**src/rtl/fifo_packer_pkg.sv**
```systemverilog
// fifo_packer_pkg
// Shared constants and helpers for the fifo_packer stream width up-converter.
// Optional feature macro: FIFO_PACKER_EOT_EN. When it is defined, each stream
// word carries one extra end-of-transfer flag bit above its data bits.
// No ports (package).
package fifo_packer_pkg;

`ifdef FIFO_PACKER_EOT_EN
  localparam int EOT_BITS = 1;
`else
  localparam int EOT_BITS = 0;
`endif

  // Width of the lane counter for a given packing ratio.
  function automatic int cnt_width(input int ratio);
    return $clog2(ratio);
  endfunction

  // The EOT flag sits directly above the data bits on each side.
  function automatic int eot_in_pos(input int in_width);
    return in_width;
  endfunction

  function automatic int eot_out_pos(input int in_width, input int ratio);
    return in_width * ratio;
  endfunction

endpackage

```
**src/rtl/fifo_packer_if.sv**
```systemverilog
// fifo_packer_if
// Bundles the upstream FIFO read side and the downstream write side of the
// packer. Optional feature macro: FIFO_PACKER_EOT_EN (adds one flag bit to
// s_dout and m_din through EOT_BITS).
// Signals:
//   s_empty_n  upstream FIFO holds a word
//   s_read     consume the head word this cycle
//   s_dout     head word (data, plus EOT flag when enabled)
//   m_full_n   downstream can accept a word this cycle
//   m_write    write m_din this cycle
//   m_din      packed word (data, plus EOT flag when enabled)
// Modports: master = the packer, slave = the surrounding FIFOs.
interface fifo_packer_if #(
  parameter int IN_WIDTH = 32,
  parameter int RATIO    = 4
);
  import fifo_packer_pkg::*;

  localparam int S_W = IN_WIDTH + EOT_BITS;
  localparam int M_W = IN_WIDTH * RATIO + EOT_BITS;

  logic           s_empty_n;
  logic           s_read;
  logic [S_W-1:0] s_dout;
  logic           m_full_n;
  logic           m_write;
  logic [M_W-1:0] m_din;

  modport master (
    input  s_empty_n, s_dout, m_full_n,
    output s_read, m_write, m_din
  );

  modport slave (
    output s_empty_n, s_dout, m_full_n,
    input  s_read, m_write, m_din
  );

endinterface

```
**src/rtl/fifo_packer.sv**
```systemverilog
// fifo_packer
// Drains narrow words from a first-word fall-through FIFO and packs RATIO
// consecutive words into one wide word (first word in the lowest lane).
// Sustains one input word per cycle while the output is not back-pressured.
// Optional feature macro: FIFO_PACKER_EOT_EN enables end-of-transfer handling:
// a pending partial word is flushed zero-padded, then one EOT word is emitted.
// Ports:
//   clk      sole clock, rising edge
//   reset_n  asynchronous active-low reset
//   bus      fifo_packer_if.master (s_empty_n/s_read/s_dout, m_full_n/m_write/m_din)
module fifo_packer
  import fifo_packer_pkg::*;
#(
  parameter int IN_WIDTH = 32,
  parameter int RATIO    = 4
) (
  input logic           clk,
  input logic           reset_n,
  fifo_packer_if.master bus
);

  localparam int OUT_WIDTH = IN_WIDTH * RATIO;
  localparam int CNT_W     = cnt_width(RATIO);
  localparam int M_W       = OUT_WIDTH + EOT_BITS;
  localparam logic [CNT_W-1:0] LAST = CNT_W'(RATIO - 1);

  logic [CNT_W-1:0]               cnt;
  logic [CNT_W-1:0]               cnt_d;
  logic [RATIO-2:0][IN_WIDTH-1:0] lanes;
  logic [M_W-1:0]                 out_q;
  logic [M_W-1:0]                 load_val;
  logic                           out_v;
  logic                           load;
  logic                           lane_we;
  logic                           out_free;
  logic                           s_read;
  logic                           eot_head;
  logic [IN_WIDTH-1:0]            s_data;

  assign s_data = bus.s_dout[IN_WIDTH-1:0];

  // out_q can take a new word if it is empty or is being written this cycle.
  assign out_free    = ~out_v | bus.m_full_n;
  assign bus.m_write = out_v & bus.m_full_n;
  assign bus.m_din   = out_q;
  assign bus.s_read  = s_read;

`ifdef FIFO_PACKER_EOT_EN
  localparam int EOT_IN_POS  = eot_in_pos(IN_WIDTH);
  localparam int EOT_OUT_POS = eot_out_pos(IN_WIDTH, RATIO);
  assign eot_head = bus.s_empty_n & bus.s_dout[EOT_IN_POS];
`else
  assign eot_head = 1'b0;
`endif

  always_comb begin
    cnt_d    = cnt;
    load     = 1'b0;
    lane_we  = 1'b0;
    load_val = '0;
    s_read   = 1'b0;
    if (!eot_head) begin
      // Only the completing lane depends on out_q having room.
      s_read = bus.s_empty_n & ((cnt != LAST) | out_free);
      if (s_read) begin
        if (cnt == LAST) begin
          load                     = 1'b1;
          cnt_d                    = '0;
          load_val[OUT_WIDTH-1:0]  = {s_data, lanes};
        end else begin
          lane_we = 1'b1;
          cnt_d   = cnt + CNT_W'(1);
        end
      end
    end
`ifdef FIFO_PACKER_EOT_EN
    else if (out_free) begin
      load  = 1'b1;
      cnt_d = '0;
      if (cnt == '0) begin
        // Lane boundary: consume the EOT word and emit the flag word.
        s_read                = 1'b1;
        load_val[EOT_OUT_POS] = 1'b1;
      end else begin
        // Partial flush: EOT stays at the head and is read next cycle.
        // Lanes at or above cnt hold stale data and are zeroed here.
        for (int k = 0; k < RATIO - 1; k++) begin
          if (CNT_W'(k) < cnt) begin
            load_val[k*IN_WIDTH +: IN_WIDTH] = lanes[k];
          end
        end
      end
    end
`endif
  end

  always_ff @(posedge clk or negedge reset_n) begin
    if (!reset_n) begin
      cnt   <= '0;
      out_v <= 1'b0;
      out_q <= '0;
      lanes <= '0;
    end else begin
      cnt <= cnt_d;
      // A load in the same cycle as a write keeps out_v set.
      if (load) begin
        out_q <= load_val;
        out_v <= 1'b1;
      end else if (bus.m_full_n) begin
        out_v <= 1'b0;
      end
      for (int k = 0; k < RATIO - 1; k++) begin
        if (lane_we && (cnt == CNT_W'(k))) begin
          lanes[k] <= s_data;
        end
      end
    end
  end

endmodule

```
**src/flat_wrapper.sv**
```systemverilog
// flat-port wrapper written by rule: the top's interface ports become plain ports
module fifo_packer_flat import fifo_packer_pkg::*;
#(
  parameter int IN_WIDTH = 32,
  parameter int RATIO    = 4
)
  (clk, reset_n, bus_s_empty_n, bus_s_dout, bus_m_full_n, bus_s_read, bus_m_write, bus_m_din);
  fifo_packer_if #(.IN_WIDTH(IN_WIDTH), .RATIO(RATIO)) bus_i ();
  input logic clk;
  input logic reset_n;
  input wire logic [$bits(bus_i.s_empty_n)-1:0] bus_s_empty_n;
  input wire logic [$bits(bus_i.s_dout)-1:0] bus_s_dout;
  input wire logic [$bits(bus_i.m_full_n)-1:0] bus_m_full_n;
  output wire logic [$bits(bus_i.s_read)-1:0] bus_s_read;
  output wire logic [$bits(bus_i.m_write)-1:0] bus_m_write;
  output wire logic [$bits(bus_i.m_din)-1:0] bus_m_din;
  assign bus_i.s_empty_n = bus_s_empty_n;
  assign bus_i.s_dout = bus_s_dout;
  assign bus_i.m_full_n = bus_m_full_n;
  assign bus_s_read = bus_i.s_read;
  assign bus_m_write = bus_i.m_write;
  assign bus_m_din = bus_i.m_din;
  fifo_packer #(.IN_WIDTH(IN_WIDTH), .RATIO(RATIO)) u_core (.clk(clk), .reset_n(reset_n), .bus(bus_i));
endmodule
```
**config.mk**
```make
export PLATFORM = sky130hd
export DESIGN_NAME = fifo_packer_flat
export DESIGN_NICKNAME = d
export VERILOG_FILES = /design/src/rtl/fifo_packer_pkg.sv /design/src/rtl/fifo_packer_if.sv /design/src/rtl/fifo_packer.sv /design/src/flat_wrapper.sv
export SDC_FILE = /design/constraint.sdc
export NUM_CORES = 1
export LEC_CHECK = 0
export ABC_AREA = 1
export BUFFER_PORTS_ARGS = -buffer_cell sky130_fd_sc_hd__buf_4
export CELL_PAD_IN_SITES_DETAIL_PLACEMENT = 1
export CELL_PAD_IN_SITES_GLOBAL_PLACEMENT = 2
export CORE_UTILIZATION = 37
export DETAILED_ROUTE_END_ITERATION = 12
export PLACE_DENSITY_LB_ADDON = 0.1
export SYNTH_ARGS = -nofsm -noshare
export SYNTH_HDL_FRONTEND = slang
export SYNTH_SLANG_ARGS = --single-unit
```
**constraint.sdc**
```tcl
create_clock -name clk -period 2.1 [get_ports clk]
set_input_delay 0.21 -clock clk [delete_from_list [all_inputs] [get_ports clk]]
set_output_delay 0.21 -clock clk [all_outputs]
set_load 0.01 [all_outputs]
```
After elaboration in Yosys (flattened, before gate mapping)
Cells that the tools add are included.

cells by class
  bitwise gates (word level) = 5
  reduce and logical (&&, ||, !) cells = 5
  muxes and demuxes = 9
  eq/ne operators = 4
  add/sub/neg operators = 1

operator list
  operator                                                         count
  128-bit 2-to-1 mux                                               2
  1-bit 2-to-1 mux                                                 6
  2-bit == test, second input constant                             2
  1-bit logical AND                                                3
  2-bit by 1-bit adder with 2-bit output, second input constant    1
  1-bit AND                                                        2
  2-bit by 1-bit == test with 1-bit output, second input constant  1
  2-bit zero test                                                  1
  2-bit 2-to-1 mux                                                 1
  2-bit != test, second input constant                             1
  1-bit OR                                                         2
  2-bit nonzero test                                               1
  1-bit inverter                                                   1

word-level totals
  word-level logic and storage cells = 30
  bits in registers = 227
  output and inout port bits = 130
  input port bits = 36

Logic depth before layout (Yosys ltp)
Gate-level depths: netlist (run 1).

  depth in word-level cells = 6
  mapped depth = 8
  depth with buffers taken out = 6

Least setup slack after synthesis (run 1)
Ideal clock, no wire load.

  path kind = reg-to-output
  from = register u_core.cnt[0]
  to = output bus_s_read
  setup slack = 0.747 ns
  stages on the path, launching flop included = 7
  data required time = 1.890 ns
  data arrival time = 1.143 ns
  cell sequence = dfrtp_1 > ha_1 > buf_6 > buf_4 > nand3_1 > nand2_1 > inv_1

between the ends
  word-level cells in the longest chain between the ends = 3

ends and longest elaborated chain
  item                    RTL line            source
  start, declared         fifo_packer.sv:27   logic [CNT_W-1:0] cnt;
  start signal, assigned  fifo_packer.sv:104  cnt <= cnt_d;
  2-bit != test           fifo_packer.sv:64   s_read = bus.s_empty_n & ((cnt != LAST) | out_free);
  1-bit OR                fifo_packer.sv:64
  1-bit AND               fifo_packer.sv:64
  end, declared           flat_wrapper.sv:14  output wire logic [$bits(bus_i.s_read)-1:0] bus_s_read;

No other way between the ends.

Final worst setup path (run 1)
Ends and elaborated chain as after synthesis.

==> results of run 1 <==
## timing repair
item                                   in CTS  in global routing
buffers inserted                            0                  0
setup endpoints to repair                   0                  0
endpoints found under the hold margin     182                  0
hold buffers                               33                  0
## layout make-up
type	count	share of cell area, %
timing repair buffer	217	15.5
multi-input combinational	696	26.1
tap	324	3.41
clock buffer	40	6.16
clock inverter	5	0.632
inverter	10	0.316
sequential	227	47.8
## layout by cell type (no fill, tap or decap)
master and n:
sky130_fd_sc_hd__clkinv_2 3, sky130_fd_sc_hd__buf_12 10, sky130_fd_sc_hd__clkbuf_16 25, sky130_fd_sc_hd__clkbuf_8 5, sky130_fd_sc_hd__nor2_8 4, sky130_fd_sc_hd__dlygate4sd3_1 33, sky130_fd_sc_hd__clkbuf_1 10, sky130_fd_sc_hd__inv_1 7
sky130_fd_sc_hd__buf_4 173, sky130_fd_sc_hd__ha_1 3, sky130_fd_sc_hd__nand2_4 5, sky130_fd_sc_hd__buf_8 1, sky130_fd_sc_hd__nand4_1 128, sky130_fd_sc_hd__nand3_4 1, sky130_fd_sc_hd__nand3_1 2, sky130_fd_sc_hd__ha_4 1
sky130_fd_sc_hd__nand2_1 552, sky130_fd_sc_hd__dfrtp_1 227, sky130_fd_sc_hd__inv_2 3, sky130_fd_sc_hd__bufinv_16 2
## sequential cells by signal, summed over array words and instances, names as in the netlist
| name | count |
|---|---|
| u_core.bus.m_din | 128 |
| u_core.cnt | 2 |
| u_core.lanes | 96 |
| u_core.out_v | 1 |
## cell families (layout without fill, tap and decap cells)
family	Yosys count	in the layout	synth area share (%)
and+or+nand+nor	692	692	32.4
DFF	227	227	60.8
buffers and inverters	86	272	6.28
adders and majority gates	4	4	0.536
## power by group through the flow
stage                     combinational, mW  clock [mW]  sequential (mW)
after floorplan                        3.02           0             7.73
after global placement                 5.76           0             7.53
after detailed placement               5.92           0             7.55
after CTS                              5.99        4.45             7.53
after global routing                   6.61        4.60             7.74
final                                  5.87        4.33             7.50
## how the worst max path moves through the flow
stage | depth (start not counted) | slack (ns) | to
after floorplan | 6 | 0.75 | bus_s_read
after global placement | 6 | 0.51 | u_core.lanes[34]$_DFFE_PN0P_
after detailed placement | 6 | 0.45 | u_core.lanes[94]$_DFFE_PN0P_
after CTS | 5 | 0.18 | bus_s_read
after global routing | 5 | 0.11 | bus_s_read
final | 5 | 0.22 | bus_s_read
## routing by layer
metal	vias to the layer above	GRT usage [%]
met4	0	4.63
met1	3803	30.3
met3	41	3.10
li1	3589	-
met2	177	35.7
met5	-	0
## worst max-delay path, stage by stage, from the launching register on
cell and delay, ns:
sky130_fd_sc_hd__dfrtp_1 0.43, sky130_fd_sc_hd__ha_4 0.26, sky130_fd_sc_hd__nand3_1 0.12, sky130_fd_sc_hd__nand2_1 0.14
sky130_fd_sc_hd__inv_1 0.06, sky130_fd_sc_hd__buf_4 0.14
## per-stage QoR
stage | hold WS [ns] | worst slack (ns) | utilization, % | power (mW) | std cells
after floorplan | -0.0856 | 0.747 | - | 10.7 | 1009
after global placement | 0.270 | 0.509 | 43.8 | 13.3 | 1441
after detailed placement | 0.269 | 0.455 | 43.8 | 13.5 | 1441
after CTS | 0.0812 | 0.184 | 48.4 | 18.0 | 1519
after global routing | 0.113 | 0.113 | 48.4 | 18.9 | 1519
final | 0.0970 | 0.222 | 48.4 | 17.7 | 1519
==> parameters.txt, run 1 <==
Parameter                              Value

Place
  Number of buffer cells added on primary ports    165
  Half-perimeter wire length after detailed placement    16,500 um
  Last weighted congestion value of the routability-driven placer    0.691
  Post-place instance area    10,700 um^2

Drt
  Via density    5.01
  Top routing layer in use    met4
  DR WL met2    13,000 um
  Met3 wire len    1470 um
  Routed vias    7,610
  Initial DRC Count    373
  WL final    27,400 um
  Count of TritonRoute iterations in the first routing pass    4
  Post-detailed-route count of antenna-violating nets    0
  Met1 wire length    12,400 um
  Average wire per standard cell    18.0 um
  Remaining routing DRC violations    0

GRT
  Number of global-route vias before repair    8,029
  Total global routing track utilization    21.6%
  Total congestion overflow after global routing    0
  Pin count of the biggest net entering global routing    82
  First-pass GRT wire length    44,600 um
  Number of antenna violations at the first check in global routing    0

Worst setup path
  Launching element type of the critical path    register
  Classification of the worst setup path    register to primary output
  Startpoint of the lowest-slack register-to-register path    u_core.cnt[0]$_DFFE_PN0P_
  Beginning of the critical path    u_core.cnt[0]$_DFFE_PN0P_
  Maximum fanout encountered on the critical timing path    8
  Arrival @ worst endpoint    1.67 ns
  Number of cell instances on the worst register-to-register path    6
  R2r endpoint    u_core.lanes[94]$_DFFE_PN0P_
  Endpoint type of the worst setup path    primary output
  Required @ worst endpoint    1.89 ns
  Worst setup slack for register-to-register paths    0.47 ns

STA
  Worst slew margin    55.7%
  Fin Clk Skew    0.00654 ns
  Fmax    532 MHz
  Post-layout minimum cycle time    1.88 ns
  Unrepaired setup endpoints after global routing    false
  Final setup fails    0
  Slew Limit Fails    0
  Final Hold Violating Endpoints    0
  Final clock period utilization by the worst path    89.4%
  Sum of negative setup slack    0 ns
  Worst Max-Slew Pin Slew    0.665 ns

Synthesis
  Fraction of synthesis flops using an asynchronous set or reset pin    100%
  Register bit total from synthesis    227
  Top flip-flop cell by instance count after synthesis    sky130_fd_sc_hd__dfrtp_1
  Share of Yosys cell area claimed by the top area cell type    60.8%
  Portion of the post-synthesis area used by sequential elements    60.8%
  Ys Warns    0
  Mean instance size in the synthesized netlist    9.26 um^2
  Top cells by instance count after synthesis    sky130_fd_sc_hd__nand2_1 (552), sky130_fd_sc_hd__dfrtp_1 (227), sky130_fd_sc_hd__nand4_1 (128)
  Most used standard cell by instance count after synthesis    sky130_fd_sc_hd__nand2_1
  Number of instances in the synthesized netlist    1,009
  Library cell with the largest summed area after synthesis    sky130_fd_sc_hd__dfrtp_1
  Net count of the mapped netlist    1,049
  Number of enable flip-flop cells after synthesis    0
  Main area contributors after synthesis    sky130_fd_sc_hd__dfrtp_1 (61%), sky130_fd_sc_hd__nand2_1 (22%), sky130_fd_sc_hd__nand4_1 (8.6%)
  Netlist area before placement    9340 um^2
  Netlist cell types    15

Final layout
  Storage cell area    5680 um^2
  Ant. Diodes    0
  Ratio of cells with drive above 1 in the final layout    19.5%
  Area of combinational cells with multiple inputs    3100 um^2
  Number of nets at the end of the flow    1,217
  Area growth from synthesis to layout    27.1%
  Filler instances    2,877
  Post-route cell area    11,900 um^2

Min path
  Hold Path Class    input pin to register
  Endpoint of the worst hold path    u_core.cnt[1]$_DFFE_PN0P_
  Hold_sp    bus_m_full_n
  Worst hold stages    5

Clock tree
  Maximum number of buffers from clock root to sink    3
  TritonCTS buffer count    25
  Clock slew at the register clock pins of the worst setup and hold paths    0.06 ns
  Count of H-tree levels built during CTS    1
  Latest clock arrival within the worst-skew pair    0.51 ns
  CTS tree    built
  Post-CTS Resized    0
  CTS sink cnt    227
  Buffer cell driving the clock tree root    sky130_fd_sc_hd__clkbuf_16

Floorplan
  I/O Pins    166
  Die span in x    161 um
  Effective utilization at floorplan    38.1%
  Core region area    24,500 um^2
  Area of the die    25,900 um^2
  Overall die height    161 um
  Number of placement rows    57

Pwr
  Net switching component of the power    6.27 mW
  Flop pwr share    42.4%
  Peak supply drop    0.648 mV
  Sw Ratio    35.4%
  Power per cell area    1490 nW/um^2
  Static leakage power    6.47 nW
  Internal Power    11.4 mW
  Logic pwr share    33.2%
  Clock power share    24.5%

Run
  Max-Cap Viols    0

Run status
  Status    completed
No activity file was read; power rests on OpenSTA's default activity.
==> inputs of run 2 (changes only) <==
- SETUP_SLACK_MARGIN: unset -> 0.5
==> run 2 against run 1 <==
Against the previous run: sequential share of layout area shrank 1.0 points; global-route usage did not move; worst setup slack better by 0.24 ns; sequential power is essentially flat; clock power barely moved; highest routed layer unchanged.
==> parameters.txt, run 2 (synthesis results as in run 1) <==
Parameter                              Value

STA
  Worst Max-Slew Pin Slew    0.671 ns (+0.00637 ns)
  Final clock period utilization by the worst path    77.9% (-12 points)
  Worst slew margin    55.3% (-0.43 points)
  Final Hold Violating Endpoints    0 (unchanged)
  Sum of negative setup slack    0 ns (unchanged)
  Slew Limit Fails    0 (unchanged)
  Smallest hold slack    0.0894 ns (-0.00767 ns)
  Unrepaired setup endpoints after global routing    true
  Fin Clk Skew    0.00977 ns (+0.00323 ns)
  Post-layout minimum cycle time    1.64 ns (-0.242 ns)
  Fmax    611 MHz (+15%)
  Final setup fails    0 (unchanged)
  Final worst setup slack    0.464 ns (+0.242 ns)

Floorplan
  Die span in x    161 um (unchanged)
  I/O Pins    166 (unchanged)
  Overall die height    161 um (unchanged)
  Number of placement rows    57 (unchanged)
  Effective utilization at floorplan    38.1% (unchanged)
  Core region area    24,500 um^2 (unchanged)
  Area of the die    25,900 um^2 (unchanged)

Clock tree
  CTS tree    built
  CTS sink cnt    227 (unchanged)
  Clock slew at the register clock pins of the worst setup and hold paths    0.06 ns (about the same)
  Count of H-tree levels built during CTS    1 (unchanged)
  Latest clock arrival within the worst-skew pair    0.51 ns (about the same)
  Maximum number of buffers from clock root to sink    3 (unchanged)
  Buffer cell driving the clock tree root    sky130_fd_sc_hd__clkbuf_16
  TritonCTS buffer count    25 (unchanged)

Place
  Half-perimeter wire length after detailed placement    16,500 um (unchanged)
  Number of buffer cells added on primary ports    165 (unchanged)
  Worst setup slack before clock tree synthesis    0.455 ns (unchanged)
  Last weighted congestion value of the routability-driven placer    0.691 (unchanged)
  Cells after DPL    1,441 (unchanged)

Drt
  Count of TritonRoute iterations in the first routing pass    4 (unchanged)
  Via density    4.98 (-0.67%)
  Routed vias    7,639 (+0.38%)
  Initial DRC Count    399 (+7.0%)
  Average wire per standard cell    18.5 um (+3.0%)
  WL final    28,500 um (+4.0%)
  Remaining routing DRC violations    0 (unchanged)
  Post-detailed-route count of antenna-violating nets    0 (unchanged)

Worst setup path
  Classification of the worst setup path    register to primary output
  Longest individual stage delay on the worst path    0.44 ns (about the same)
  R2r endpoint    u_core.bus.m_din[91]$_DFFE_PN0P_
  Launching element type of the critical path    register
  Required @ worst endpoint    1.89 ns (about the same)
  Number of cell instances on the worst register-to-register path    5 (-1)
  Worst setup slack for register-to-register paths    0.47 ns (about the same)
  Cell with the largest stage delay on the worst path    sky130_fd_sc_hd__dfrtp_2
  Maximum fanout encountered on the critical timing path    4 (-4)
  Startpoint of the lowest-slack register-to-register path    u_core.cnt[0]$_DFFE_PN0P_
  Endpoint type of the worst setup path    primary output
  Arrival @ worst endpoint    1.43 ns (-0.24 ns)
  Cell Chain, Critical Path    ha_4, nand3_4, nand2_4, inv_2, buf_6

GRT
  Pin count of the biggest net entering global routing    82 (unchanged)
  Number of global-route vias before repair    8,015 (-0.17%)
  First-pass GRT wire length    44,600 um (about the same)
  Number of antenna violations at the first check in global routing    0 (unchanged)
  Total congestion overflow after global routing    0 (unchanged)
  Total global routing track utilization    21.6% (unchanged)

Final layout
  Filler instances    2,861 (-0.56%)
  Most common library cell in the layout ignoring fill and taps    sky130_fd_sc_hd__nand2_1
  Area growth from synthesis to layout    29.9%
  Number of flip-flops under the largest register name    128 (unchanged)
  Post-layout instance count excluding filler cells    1,535 (+1.1%)
  Ant. Diodes    0 (unchanged)
  Ratio of cells with drive above 1 in the final layout    21.0% (+1.5 points)
  Number of nets at the end of the flow    1,233 (+1.3%)
  Commonest cells after routing, fill and taps aside    sky130_fd_sc_hd__nand2_1 (551), sky130_fd_sc_hd__dfrtp_1 (225), sky130_fd_sc_hd__buf_4 (177)

Min path
  Endpoint of the worst hold path    u_core.cnt[1]$_DFFE_PN0P_
  Hold_sp    bus_m_full_n
  Hold Path Class    input pin to register
  Worst hold stages    5 (unchanged)

Pwr
  Static leakage power    6.57 nW (+1.5%)
  Power per cell area    1490 nW/um^2 (-0.11%)
  Peak supply drop    0.649 mV (+0.15%)

Run status
  Status    completed

Run
  Max-Cap Viols    0 (unchanged)
-- run 2: where the power goes --
part / internal [mW] / total [mW] / switching (mW)
registers: 6.31 / 7.51 / 1.20
logic: 2.69 / 6.21 / 3.53
clock network: 2.62 / 4.34 / 1.72
-- run 2: area by class of cell --
class                      count  area, um^2  share of cell area (%)
multi-input combinational    699        3150                    26.0
clock inverter                 5        75.1                   0.619
tap                          324         405                    3.34
clock buffer                  40         732                    6.03
timing repair buffer         230        2050                    16.9
sequential                   227        5680                    46.8
inverter                      10        37.5                   0.309
-- run 2: how the worst max path moves through the flow --
stage               slack [ns]                      endpoint                 startpoint  cells after the start
global route              0.40  u_core.lanes[30]$_DFFE_PN0P_  u_core.cnt[1]$_DFFE_PN0P_                      6
CTS                       0.35  u_core.lanes[62]$_DFFE_PN0P_  u_core.cnt[1]$_DFFE_PN0P_                      7
finish                    0.46                    bus_s_read  u_core.cnt[0]$_DFFE_PN0P_                      5
floorplan                 0.75                    bus_s_read  u_core.cnt[0]$_DFFE_PN0P_                      6
detailed placement        0.45  u_core.lanes[94]$_DFFE_PN0P_  u_core.cnt[0]$_DFFE_PN0P_                      6
global placement          0.51  u_core.lanes[34]$_DFFE_PN0P_  u_core.cnt[1]$_DFFE_PN0P_                      6
-- run 2: metrics by stage --
step           cell area [um^2]  utilization (%)  power, mW
2_1_floorplan              9340                -       10.7
3_3_place_gp              10700             43.8       13.3
3_5_place_dp              10700             43.8       13.5
4_1_cts                   11900             48.4       18.0
5_1_grt                   12100             49.4       19.3
6_report                  12100             49.4       18.1
-- run 2: what timing repair did --
action                                  in CTS  in global routing
hold buffers                                33                  0
endpoints found under the setup margin      88                129
buffers inserted                             1                 12
pin swaps                                    1                  8
resized for setup                            2                  6
gates cloned                                 0                  3
endpoints found under the hold margin      182                  0
-- run 2: metal layers --
layer  vias up  track usage [%]  share of wire (%)
li1       3623                -                  -
met1      3823             30.3                 47
met2       165             35.8                 48
met3        28             3.10                3.7
met4         0             4.50                1.5
met5         -                0                  0
-- run 2: worst max-delay path: cells and delay by family, from the launching register on --
family | cells | cell delay (ns)
buf+inv | 2 | 0.15
fa+ha+maj | 1 | 0.18
flops | 1 | 0.44
simple gates | 2 | 0.14
==> inputs of run 3 (changes only) <==
- CORE_UTILIZATION: 37 -> 31
- clock period: 2.1 -> 1.5 ns (I/O delays scaled with it)
==> run 3 against run 2 <==
Against the previous run: the run now ends with setup timing left; core utilization up 8.6 points; sequential share of layout area is 14 points lower; final cell count rose by 19%; clock power grew 50%; largest power group is now combinational logic; global-route usage increased by 4.0 points; critical endpoint is now u_core.lanes[61]$_DFFE_PN0P_; sequential power up 46%; via count increased by 19%; critical path depth up 6; worst setup slack got worse by 0.70 ns.
==> parameters.txt, run 3 (synthesis results as in run 1) <==
Parameter                              Value

STA
  Unrepaired setup endpoints after global routing    true
  Worst Max-Slew Pin Slew    0.461 ns (-0.210 ns)
  Final worst setup slack    -0.241 ns (-0.705 ns)
  Fmax    574 MHz
  Final clock period utilization by the worst path    116%
  Final setup fails    228 (+228)
  Slew Limit Fails    0 (unchanged)
  Fin Clk Skew    0.0174 ns (+0.00762 ns)
  Smallest hold slack    0.0965 ns (+0.00713 ns)
  Post-layout minimum cycle time    1.74 ns
  Final Hold Violating Endpoints    0 (unchanged)
  Worst slew margin    69.3% (+14 points)

GRT
  Total global routing track utilization    25.6% (+4.0 points)
  Number of antenna violations at the first check in global routing    0 (unchanged)
  First-pass GRT wire length    59,300 um (+33%)
  Pin count of the biggest net entering global routing    80 (-2.4%)
  Number of global-route vias before repair    9,545 (+19%)
  Total congestion overflow after global routing    0 (unchanged)

Worst setup path
  Launching element type of the critical path    register
  Longest individual stage delay on the worst path    0.42 ns (-0.02 ns)
  Cell Chain, Critical Path    ha_4, buf_6, buf_8, inv_6, nand2_8, buf_6, nor2_8, buf_6, buf_16, nand2_2, nand2_1
  Cell with the largest stage delay on the worst path    sky130_fd_sc_hd__dfrtp_1
  Required @ worst endpoint    1.98 ns (+0.09 ns)
  Most common cell on crit path    sky130_fd_sc_hd__buf_6
  Endpoint type of the worst setup path    register
  Classification of the worst setup path    register to register
  CP top delay family    buffers and inverters
  Maximum fanout encountered on the critical timing path    5 (+1)
  Arrival @ worst endpoint    2.22 ns (+0.79 ns)
  Critical path buffer and inverter count    6 (+4)

Final layout
  Most common library cell in the layout ignoring fill and taps    sky130_fd_sc_hd__nand2_1
  Ant. Diodes    0 (unchanged)
  Commonest cells after routing, fill and taps aside    sky130_fd_sc_hd__nand2_1 (229), sky130_fd_sc_hd__dfrtp_1 (224), sky130_fd_sc_hd__nand2_2 (200)
  Ratio of cells with drive above 1 in the final layout    56.9% (+36 points)
  Number of nets at the end of the flow    1,462 (+19%)
  Number of flip-flops under the largest register name    128 (unchanged)
  Final core area utilization    58.0% (+8.6 points)
  Area growth from synthesis to layout    84.1%

Drt
  WL final    41,100 um (+44%)
  Via density    4.98 (about the same)
  Initial DRC Count    518 (+30%)
  Count of TritonRoute iterations in the first routing pass    5 (+1)
  Average wire per standard cell    22.5 um (+21%)
  Routed vias    9,111 (+19%)
  Post-detailed-route count of antenna-violating nets    0 (unchanged)
  Remaining routing DRC violations    0 (unchanged)

Min path
  Hold Path Class    input pin to asynchronous set/reset pin

Pwr
  Power per cell area    2090 nW/um^2 (+40%)
  Static leakage power    8.76 nW (+33%)
  Peak supply drop    0.863 mV (+33%)

Clock tree
  Buffer cell driving the clock tree root    sky130_fd_sc_hd__clkbuf_16
  Count of H-tree levels built during CTS    1 (unchanged)
  Clock slew at the register clock pins of the worst setup and hold paths    0.06 ns (about the same)
  Maximum number of buffers from clock root to sink    3 (unchanged)
  TritonCTS buffer count    26 (+4.0%)
  CTS sink cnt    227 (unchanged)
  CTS tree    built
  Latest clock arrival within the worst-skew pair    0.54 ns (+0.03 ns)

Floorplan
  Die span in x    176 um (+9.1%)
  Overall die height    176 um (+9.1%)
  Core region area    29,600 um^2 (+21%)
  Area of the die    30,800 um^2 (+19%)
  Number of placement rows    63 (+11%)
  Effective utilization at floorplan    31.5% (-6.6 points)
  I/O Pins    166 (unchanged)

Place
  Last weighted congestion value of the routability-driven placer    0.742 (+7.4%)
  Number of buffer cells added on primary ports    165 (unchanged)
  Half-perimeter wire length after detailed placement    18,100 um (+9.8%)

Run status
  Status    complete, but fails checks
  Failing checks    setup timing

Run
  Max-Cap Viols    0 (unchanged)
[run 3: layer usage]
layer,share of wire [%],track usage (%),vias up
met4,2.1,7.28,0
met2,50,42.2,231
met3,4.4,3.90,65
met1,43,34.8,4694
met5,0,0,-
li1,-,-,4121
[run 3: stage by stage]
| step | area [um^2] | setup slack (ns) | total power [mW] | instances | setup TNS [ns] |
|---|---|---|---|---|---|
| after floorplan | 9380 | 0.222 | 15.1 | 1009 | 0 |
| after global placement | 11000 | 0.0206 | 19.1 | 1523 | 0 |
| after detailed placement | 11000 | -0.0544 | 19.3 | 1523 | -0.708 |
| after CTS | 15400 | -0.202 | 32.1 | 1759 | -20.07 |
| after global routing | 17200 | -0.277 | 37.6 | 1829 | -37.84 |
| final | 17200 | -0.241 | 35.9 | 1829 | -27.07 |
[run 3: cell type report]
class / count / area (um^2)
fillers: 3127 / 12400
flip-flops and latches: 227 / 5680
repair buffers: 458 / 5480
multi-input cells: 699 / 4640
clock buffers: 40 / 815
well taps: 390 / 488
clock inverters: 5 / 50.0
inverters: 10 / 42.5
[run 3: report_power, final]
group	internal [mW]	switching [mW]	total, mW
clock network	3.87	2.66	6.53
registers	8.85	2.20	11.0
logic	10.0	8.27	18.3
total	22.7	13.1	35.9
[run 3: final timing paths]
kind | startpoint | endpoint | slack [ns] | depth (start not counted)
min | reset_n | u_core.bus.m_din[39]$_DFFE_PN0P_ | 0.1 | 2
min reg2reg | u_core.lanes[39]$_DFFE_PN0P_ | u_core.lanes[39]$_DFFE_PN0P_ | 0.48 | 2
max reg2reg | u_core.cnt[0]$_DFFE_PN0P_ | u_core.lanes[61]$_DFFE_PN0P_ | -0.24 | 11
max | u_core.cnt[0]$_DFFE_PN0P_ | u_core.lanes[61]$_DFFE_PN0P_ | -0.24 | 11
min in group clk | bus_m_full_n | u_core.cnt[1]$_DFFE_PN0P_ | 0.11 | 6
max in group asynchronous | reset_n | u_core.bus.m_din[96]$_DFFE_PN0P_ | 0.78 | 3
[run 3: what timing repair did]
item                                    CTS  global route
pin swaps                                53            46
cloned                                   39             5
hold buffers                             33             0
gates resized for setup                 351           336
hold endpoints to repair                356             0
buffers inserted                        119            65
endpoints found under the setup margin  357           357
[run 3: worst reg2reg max path: stages (launching register included)]
cell and delay [ns]:
sky130_fd_sc_hd__dfrtp_1 0.42, sky130_fd_sc_hd__ha_4 0.18, sky130_fd_sc_hd__buf_6 0.11, sky130_fd_sc_hd__buf_8 0.13, sky130_fd_sc_hd__inv_6 0.07, sky130_fd_sc_hd__nand2_8 0.05
sky130_fd_sc_hd__buf_6 0.14, sky130_fd_sc_hd__nor2_8 0.18, sky130_fd_sc_hd__buf_6 0.15, sky130_fd_sc_hd__buf_16 0.13, sky130_fd_sc_hd__nand2_2 0.05, sky130_fd_sc_hd__nand2_1 0.07
